## src/rtl/mem_port_arbiter_if.sv

```systemverilog
// ---------------------------------------------------------------------------
// mem_port_arbiter_if
// Bundle of the two requester channels (a_*, b_*) and the shared memory port
// (mem_*) serviced by mem_port_arbiter.
//   slave  : arbiter view  (requests and mem_rd_data in; grants, read returns
//            and memory drive out)
//   master : requester/memory view (the mirror image of slave)
// ---------------------------------------------------------------------------
interface mem_port_arbiter_if #(
  parameter int N = 32
);
  // requester A
  logic         a_req;
  logic         a_wr;
  logic [N-1:0] a_addr;
  logic [N-1:0] a_wdata;
  logic         a_gnt;
  logic         a_rvalid;
  logic [N-1:0] a_rdata;
  // requester B
  logic         b_req;
  logic         b_wr;
  logic [N-1:0] b_addr;
  logic [N-1:0] b_wdata;
  logic         b_gnt;
  logic         b_rvalid;
  logic [N-1:0] b_rdata;
  // shared memory port
  logic         mem_wr_ena;
  logic [N-1:0] mem_addr;
  logic [N-1:0] mem_wr_data;
  logic [N-1:0] mem_rd_data;

  modport slave (
    input  a_req, a_wr, a_addr, a_wdata,
    input  b_req, b_wr, b_addr, b_wdata,
    input  mem_rd_data,
    output a_gnt, a_rvalid, a_rdata,
    output b_gnt, b_rvalid, b_rdata,
    output mem_wr_ena, mem_addr, mem_wr_data
  );

  modport master (
    output a_req, a_wr, a_addr, a_wdata,
    output b_req, b_wr, b_addr, b_wdata,
    output mem_rd_data,
    input  a_gnt, a_rvalid, a_rdata,
    input  b_gnt, b_rvalid, b_rdata,
    input  mem_wr_ena, mem_addr, mem_wr_data
  );
endinterface

```

## src/rtl/mem_port_arbiter.sv

```systemverilog
// ---------------------------------------------------------------------------
// mem_port_arbiter
// Shares one port of a synchronous memory between two requesters (A, B) with
// burst-limited round-robin. At most one access is granted per cycle; the
// winner's address / write enable / write data go to the memory and read data
// is routed back to the issuing requester RD_LATENCY cycles after its grant.
//
// Parameters
//   N          address and data width
//   RD_LATENCY cycles from grant edge to valid mem_rd_data (1..4)
//   MAX_BURST  consecutive grants one requester may hold while the other
//              waits (1..255)
// Ports
//   clk        clock, shared with the memory port
//   rstb       asynchronous active-low reset
//   bus        mem_port_arbiter_if.slave:
//                a_/b_ req, wr, addr, wdata   requests (held until gnt)
//                a_/b_ gnt                    combinational accept
//                a_/b_ rvalid, rdata          registered read return
//                mem_wr_ena, mem_addr, mem_wr_data, mem_rd_data
// ---------------------------------------------------------------------------
module mem_port_arbiter #(
  parameter int N          = 32,
  parameter int RD_LATENCY = 1,
  parameter int MAX_BURST  = 16
) (
  input  logic                  clk,
  input  logic                  rstb,
  mem_port_arbiter_if.slave     bus
);

  typedef logic [N-1:0] word_t;

  // IDLE: burst budget spent (cnt == MAX_BURST); OWN_x: x holds the port.
  typedef enum logic [1:0] {
    IDLE  = 2'd0,
    OWN_A = 2'd1,
    OWN_B = 2'd2
  } state_e;

  typedef enum logic {
    REQ_A = 1'b0,
    REQ_B = 1'b1
  } req_e;

  localparam logic [7:0] MAX_CNT = 8'(MAX_BURST);

  state_e state_q, state_d;
  req_e   last_q,  last_d;
  logic [7:0] cnt_q, cnt_d;

  // read tag pipeline: valid bit and owner (1 = B) per granted read
  logic [RD_LATENCY-1:0] tag_vld_q, tag_vld_d;
  logic [RD_LATENCY-1:0] tag_own_q, tag_own_d;

  logic  a_gnt;
  logic  b_gnt;
  req_e  winner;
  word_t mem_addr;
  word_t mem_wr_data;
  logic  mem_wr_ena;
  logic  rd_issue;

  // -------------------------------------------------------------------------
  // Grant decision and state update
  // -------------------------------------------------------------------------
  always_comb begin
    a_gnt   = 1'b0;
    b_gnt   = 1'b0;
    winner  = last_q;
    last_d  = last_q;
    cnt_d   = cnt_q;
    state_d = state_q;

    if (bus.a_req && bus.b_req) begin
      unique case (state_q)
        OWN_A:   a_gnt = 1'b1;
        OWN_B:   b_gnt = 1'b1;
        default: begin
          // budget spent: hand the port to whoever was not served last
          if (last_q == REQ_A) b_gnt = 1'b1;
          else                 a_gnt = 1'b1;
        end
      endcase
    end else begin
      a_gnt = bus.a_req;
      b_gnt = bus.b_req;
    end

    if (a_gnt || b_gnt) begin
      winner = b_gnt ? REQ_B : REQ_A;
      if (winner == last_q) begin
        cnt_d = (cnt_q >= MAX_CNT) ? MAX_CNT : cnt_q + 8'd1;
      end else begin
        last_d = winner;
        cnt_d  = 8'd1;
      end
    end else begin
      // an idle cycle forfeits the burst, so the next contest flips
      cnt_d = MAX_CNT;
    end

    // state is a view of (last, cnt); kept registered so the grant mux
    // needs no counter compare on the request path
    if (cnt_d >= MAX_CNT)      state_d = IDLE;
    else if (last_d == REQ_A)  state_d = OWN_A;
    else                       state_d = OWN_B;
  end

  always_ff @(posedge clk or negedge rstb) begin
    if (!rstb) begin
      state_q <= IDLE;
      last_q  <= REQ_B;
      cnt_q   <= MAX_CNT;
    end else begin
      state_q <= state_d;
      last_q  <= last_d;
      cnt_q   <= cnt_d;
    end
  end

  // -------------------------------------------------------------------------
  // Memory drive
  // -------------------------------------------------------------------------
  always_comb begin
    mem_addr    = b_gnt ? bus.b_addr  : bus.a_addr;
    mem_wr_data = b_gnt ? bus.b_wdata : bus.a_wdata;
    mem_wr_ena  = (a_gnt & bus.a_wr) | (b_gnt & bus.b_wr);
    rd_issue    = (a_gnt & ~bus.a_wr) | (b_gnt & ~bus.b_wr);
  end

  // -------------------------------------------------------------------------
  // Read return tag pipeline
  // -------------------------------------------------------------------------
  always_comb begin
    tag_vld_d    = tag_vld_q;
    tag_own_d    = tag_own_q;
    tag_vld_d[0] = rd_issue;
    tag_own_d[0] = b_gnt;
    for (int unsigned i = 1; i < unsigned'(RD_LATENCY); i++) begin
      tag_vld_d[i] = tag_vld_q[i-1];
      tag_own_d[i] = tag_own_q[i-1];
    end
  end

  always_ff @(posedge clk or negedge rstb) begin
    if (!rstb) begin
      tag_vld_q <= '0;
      tag_own_q <= '0;
    end else begin
      tag_vld_q <= tag_vld_d;
      tag_own_q <= tag_own_d;
    end
  end

  // -------------------------------------------------------------------------
  // Outputs
  // -------------------------------------------------------------------------
  assign bus.a_gnt       = a_gnt;
  assign bus.b_gnt       = b_gnt;
  assign bus.mem_addr    = mem_addr;
  assign bus.mem_wr_data = mem_wr_data;
  assign bus.mem_wr_ena  = mem_wr_ena;
  assign bus.a_rvalid    = tag_vld_q[RD_LATENCY-1] & ~tag_own_q[RD_LATENCY-1];
  assign bus.b_rvalid    = tag_vld_q[RD_LATENCY-1] &  tag_own_q[RD_LATENCY-1];
  assign bus.a_rdata     = bus.mem_rd_data;
  assign bus.b_rdata     = bus.mem_rd_data;

endmodule

```

## src/flat_wrapper.sv

```systemverilog
// flat-port wrapper written by rule: the top's interface ports become plain ports
module mem_port_arbiter_flat 
#(
  parameter int N          = 32,
  parameter int RD_LATENCY = 1,
  parameter int MAX_BURST  = 16
)
  (clk, rstb, bus_a_req, bus_a_wr, bus_a_addr, bus_a_wdata, bus_b_req, bus_b_wr, bus_b_addr, bus_b_wdata, bus_mem_rd_data, bus_a_gnt, bus_a_rvalid, bus_a_rdata, bus_b_gnt, bus_b_rvalid, bus_b_rdata, bus_mem_wr_ena, bus_mem_addr, bus_mem_wr_data);
  mem_port_arbiter_if #(.N(N)) bus_i ();
  input  logic clk;
  input  logic rstb;
  input wire logic [$bits(bus_i.a_req)-1:0] bus_a_req;
  input wire logic [$bits(bus_i.a_wr)-1:0] bus_a_wr;
  input wire logic [$bits(bus_i.a_addr)-1:0] bus_a_addr;
  input wire logic [$bits(bus_i.a_wdata)-1:0] bus_a_wdata;
  input wire logic [$bits(bus_i.b_req)-1:0] bus_b_req;
  input wire logic [$bits(bus_i.b_wr)-1:0] bus_b_wr;
  input wire logic [$bits(bus_i.b_addr)-1:0] bus_b_addr;
  input wire logic [$bits(bus_i.b_wdata)-1:0] bus_b_wdata;
  input wire logic [$bits(bus_i.mem_rd_data)-1:0] bus_mem_rd_data;
  output wire logic [$bits(bus_i.a_gnt)-1:0] bus_a_gnt;
  output wire logic [$bits(bus_i.a_rvalid)-1:0] bus_a_rvalid;
  output wire logic [$bits(bus_i.a_rdata)-1:0] bus_a_rdata;
  output wire logic [$bits(bus_i.b_gnt)-1:0] bus_b_gnt;
  output wire logic [$bits(bus_i.b_rvalid)-1:0] bus_b_rvalid;
  output wire logic [$bits(bus_i.b_rdata)-1:0] bus_b_rdata;
  output wire logic [$bits(bus_i.mem_wr_ena)-1:0] bus_mem_wr_ena;
  output wire logic [$bits(bus_i.mem_addr)-1:0] bus_mem_addr;
  output wire logic [$bits(bus_i.mem_wr_data)-1:0] bus_mem_wr_data;
  assign bus_i.a_req = bus_a_req;
  assign bus_i.a_wr = bus_a_wr;
  assign bus_i.a_addr = bus_a_addr;
  assign bus_i.a_wdata = bus_a_wdata;
  assign bus_i.b_req = bus_b_req;
  assign bus_i.b_wr = bus_b_wr;
  assign bus_i.b_addr = bus_b_addr;
  assign bus_i.b_wdata = bus_b_wdata;
  assign bus_i.mem_rd_data = bus_mem_rd_data;
  assign bus_a_gnt = bus_i.a_gnt;
  assign bus_a_rvalid = bus_i.a_rvalid;
  assign bus_a_rdata = bus_i.a_rdata;
  assign bus_b_gnt = bus_i.b_gnt;
  assign bus_b_rvalid = bus_i.b_rvalid;
  assign bus_b_rdata = bus_i.b_rdata;
  assign bus_mem_wr_ena = bus_i.mem_wr_ena;
  assign bus_mem_addr = bus_i.mem_addr;
  assign bus_mem_wr_data = bus_i.mem_wr_data;
  mem_port_arbiter #(.N(N), .RD_LATENCY(RD_LATENCY), .MAX_BURST(MAX_BURST)) u_core (.clk(clk), .rstb(rstb), .bus(bus_i));
endmodule
```

## config.mk

```make
export PLATFORM = sky130hd
export DESIGN_NAME = mem_port_arbiter_flat
export DESIGN_NICKNAME = d
export VERILOG_FILES = /design/src/rtl/mem_port_arbiter_if.sv /design/src/rtl/mem_port_arbiter.sv /design/src/flat_wrapper.sv
export SDC_FILE = /design/constraint.sdc
export NUM_CORES = 1
export LEC_CHECK = 0
export CORE_AREA = 5 5 112 114
export DETAILED_ROUTE_END_ITERATION = 12
export DIE_AREA = 0 0 117 119
export PLACE_DENSITY_LB_ADDON = 0.25
export REMOVE_ABC_BUFFERS = 1
export SYNTH_ARGS = -nofsm -noshare
export SYNTH_HDL_FRONTEND = slang
export SYNTH_SLANG_ARGS = --single-unit
```

## constraint.sdc

```tcl
create_clock -name clk -period 2.5 [get_ports clk]
set_clock_uncertainty 0.2 [all_clocks]
set_input_delay 0.5 -clock clk [delete_from_list [all_inputs] [get_ports clk]]
set_output_delay 0.5 -clock clk [all_outputs]
set_load 0.02 [all_outputs]
```

==> impl_metrics.py <==
metrics = {
    "die": {
        "initial_utilization_pct": 17.21,
        "die_w_um": 117,
        "top_level_ports": 299,
        "core_sq_mm": 0.01132,
        "dieArea_sq_mm": 0.01392,
        "fp.dieH_um": 119,
        "num_rows": 39,
    },
    "cells_and_area": {
        "layout_commonest_cell": "clkdlybuf4s50_1",
        "mostFrequentLayoutCells": "clkdlybuf4s50_1, mux2_1, buf_2",
        "diodes": 0,
        "syn_to_final_growth_pct": 100.6,
        "nNetsFinal": 529,
        "fill_cells": 1176,
        "drive_gt1_share_pct": 36.59,
        "finish.utilization_pct": 34.53,
    },
    "pwr": {
        "cellPowerDensity_mw_per_mm2": 706.5,
        "p_leak_nw": 1.716,
        "ir_worst_vdd_v": 0.0002566,
        "clkPwrFrac_pct": 10.8,
        "p_seq_share_pct": 11.0,
        "swShare_pct": 41.06,
        "comb_power_share_pct": 78.2,
        "p_sw_mw": 1.134,
        "p_int_mw": 1.628,
        "finalPower_mw": 2.762,
    },
    "critical_path": {
        "crit_fanout": 10,
        "path_class": "flip-flop to primary output",
        "start_kind": "flip-flop",
        "required_ps": 1800,
        "worstPathArrival_ps": 2080,
        "end_kind": "primary output",
    },
    "routing": {
        "drc": 0,
        "wirelength_um": 15560,
        "via_per_inst": 4.279,
        "wl_per_cell_um": 31.05,
        "first_pass_iters": 4,
        "ant_nets": 0,
        "detailroute.via_count": 2144,
        "first_iter_violations": 52,
    },
    "cts": {
        "cts.path.max_buffers": 2,
        "cts_buffers": 3,
        "cts_root_buf": "clkbuf_16",
        "path_clk_slew_ps": 40,
        "htree_levels": 1,
        "clkLatencyLatePin_ps": 240,
        "hold_buffers": 0,
        "cts_tree": "yes",
        "cts.sinks": 13,
    },
    "timing": {
        "slew_violations": 0,
        "worstMarginPinSlew_ps": 570.4,
        "finalSetupViolCount": 66,
        "rsz0062_at_grt": "true",
        "max_freq_mhz": 359.4,
        "fin_crit_sh_pct": 111.3,
        "relSlewSlack_pct": 61.85,
        "fin_crit_ps": 2783,
        "final-hold-violation-count": 0,
        "whs_ps": 384.7,
        "setup_slack_ps": -282.6,
    },
    "synthesis": {
        "synth.distinct_cells": 39,
        "syn_inst": 202,
        "synth_ff_type": "dfrtp_1",
        "netlist_area_sq_mm": 0.001948,
        "synth.avg_cell_area_sq_um": 9.644,
        "ys_async_sr_fraction_pct": 100.0,
        "seq_area_frac_synth_pct": 16.83,
        "synth_edf_count": 0,
        "ys_seq_elements": 13,
        "synth_warnings": 0,
    },
    "run_status": {
        "status": "finished, violations left",
        "violations": "negative setup slack",
    },
    "grt": {
        "grt_max_degree": 14,
        "grt_pass1_wl_um": 19800,
        "antenna_found_initial": 3,
        "gr-usage-all-layers_pct": 21.29,
        "grt_pass1_vias": 2392,
        "grt_overflow": 0,
    },
    "run": {
        "maxCapViolations": 0,
    },
    "placement": {
        "pre_cts_ws_ps": -544.2,
        "portBuffers": 202,
        "finalWeightedCongestion": 0.8832,
        "dp_hpwl_um": 14060,
    },
    "min_path": {
        "hold_class": "flip-flop to flip-flop",
    },
}
routing by layer:
layer	global-route usage, %	vias to the layer above	wire length (um)	part of all wire, %
li1	-	940	-	-
met1	21.93	934	5309	34
met2	33.61	246	6824	44
met3	17.85	16	3122	20
met4	2.867	8	162	1.0
met5	5.556	-	138	0.89
state kept, by name (all words and copies together), names as in the netlist:
register / count
u_core.tag_own_q: 1
u_core.cnt_q: 8
u_core.tag_vld_q: 1
u_core.state_q: 2
u_core.last_q: 1
through the flow:
step	area, sq um	cells	setup TNS, ps
2_1_floorplan	1414	130	-86480
6_report	3909	501	-15950
5_1_grt	3909	501	-20220
3_5_place_dp	3747	489	-32030
4_1_cts	3909	503	-15470
3_3_place_gp	3747	489	-29920
cell families (layout without fill, tap and decap cells):
group / Yosys count / count (layout) / synth area share [%]
AOI/OAI and AO/OA: 15 / 15 / 6.616
xor gates and xnor gates: 2 / 2 / 0.8993
adders and majority gates: 4 / 4 / 2.569
buffers and inverters: 82 / 236 / 29.35
DFF: 13 / 13 / 16.83
muxes: 65 / 65 / 37.51
other: 1 / 3 / 0.1925
and+or+nand+nor: 20 / 20 / 6.038
worst paths after layout:
kind / cells after the start / to / slack, ps / start
min in group asynchronous: 1 / u_core.tag_vld_q / 430 / rstb
max in group asynchronous: 1 / u_core.cnt_q[4] / 1300 / rstb
worst min register to register: 2 / u_core.cnt_q[2] / 380 / u_core.cnt_q[2]
worst max-delay path: 7 / bus_mem_addr[11] / -280 / u_core.state_q[1]
worst max register to register: 9 / u_core.cnt_q[0] / 370 / u_core.state_q[1]
worst min-delay path: 2 / u_core.cnt_q[2] / 380 / u_core.cnt_q[2]
layout make-up:
type | count | area (sq um) | share of cell area (%)
Clock buffer | 4 | 78.83 | 2.017
Sequential cell | 13 | 327.8 | 8.387
Tap cell | 143 | 178.9 | 4.577
Multi-Input combinational cell | 109 | 1180 | 30.19
Timing Repair Buffer | 224 | 2113 | 54.07
Inverter | 8 | 30.03 | 0.7682
power groups by stage:
stage	Combinational [mW]	Clock (mW)	Sequential, mW
5_1_grt	2.31	0.318	0.311
3_5_place_dp	1.94	0	0.300
2_1_floorplan	0.911	0	0.311
6_report	2.16	0.297	0.304
3_3_place_gp	1.93	0	0.301
4_1_cts	2.20	0.305	0.303
Yosys cell counts (all sizes together), types with 2 or more instances:
cell	n	area share (%)
nor3b	2	0.77
nor2b	3	0.96
ha	4	2.6
mux2	64	37
and2	2	0.64
nor3	2	0.51
o211a	2	1.0
dfstp	2	2.7
buf	73	28
nand3	2	0.51
inv	8	1.5
dfrtp	11	14
nor2	3	0.58
o21ai	3	0.96
worst max-delay path, cell delays in order (launching register included):
cell and delay [ps]:
dfrtp_1 410, ha_4 270, and2_4 140, o21ai_4 210
nand2_8 130, buf_16 180, mux2_1 330, buf_2 170
what timing repair did:
item                       4_1_cts  5_1_grt
pin swaps                        3        3
gates resized for setup        319       20
setup endpoints to repair       67       67
setup buffers                    7        2
cloned                           3        0
No activity file was read; power rests on OpenSTA's default activity.
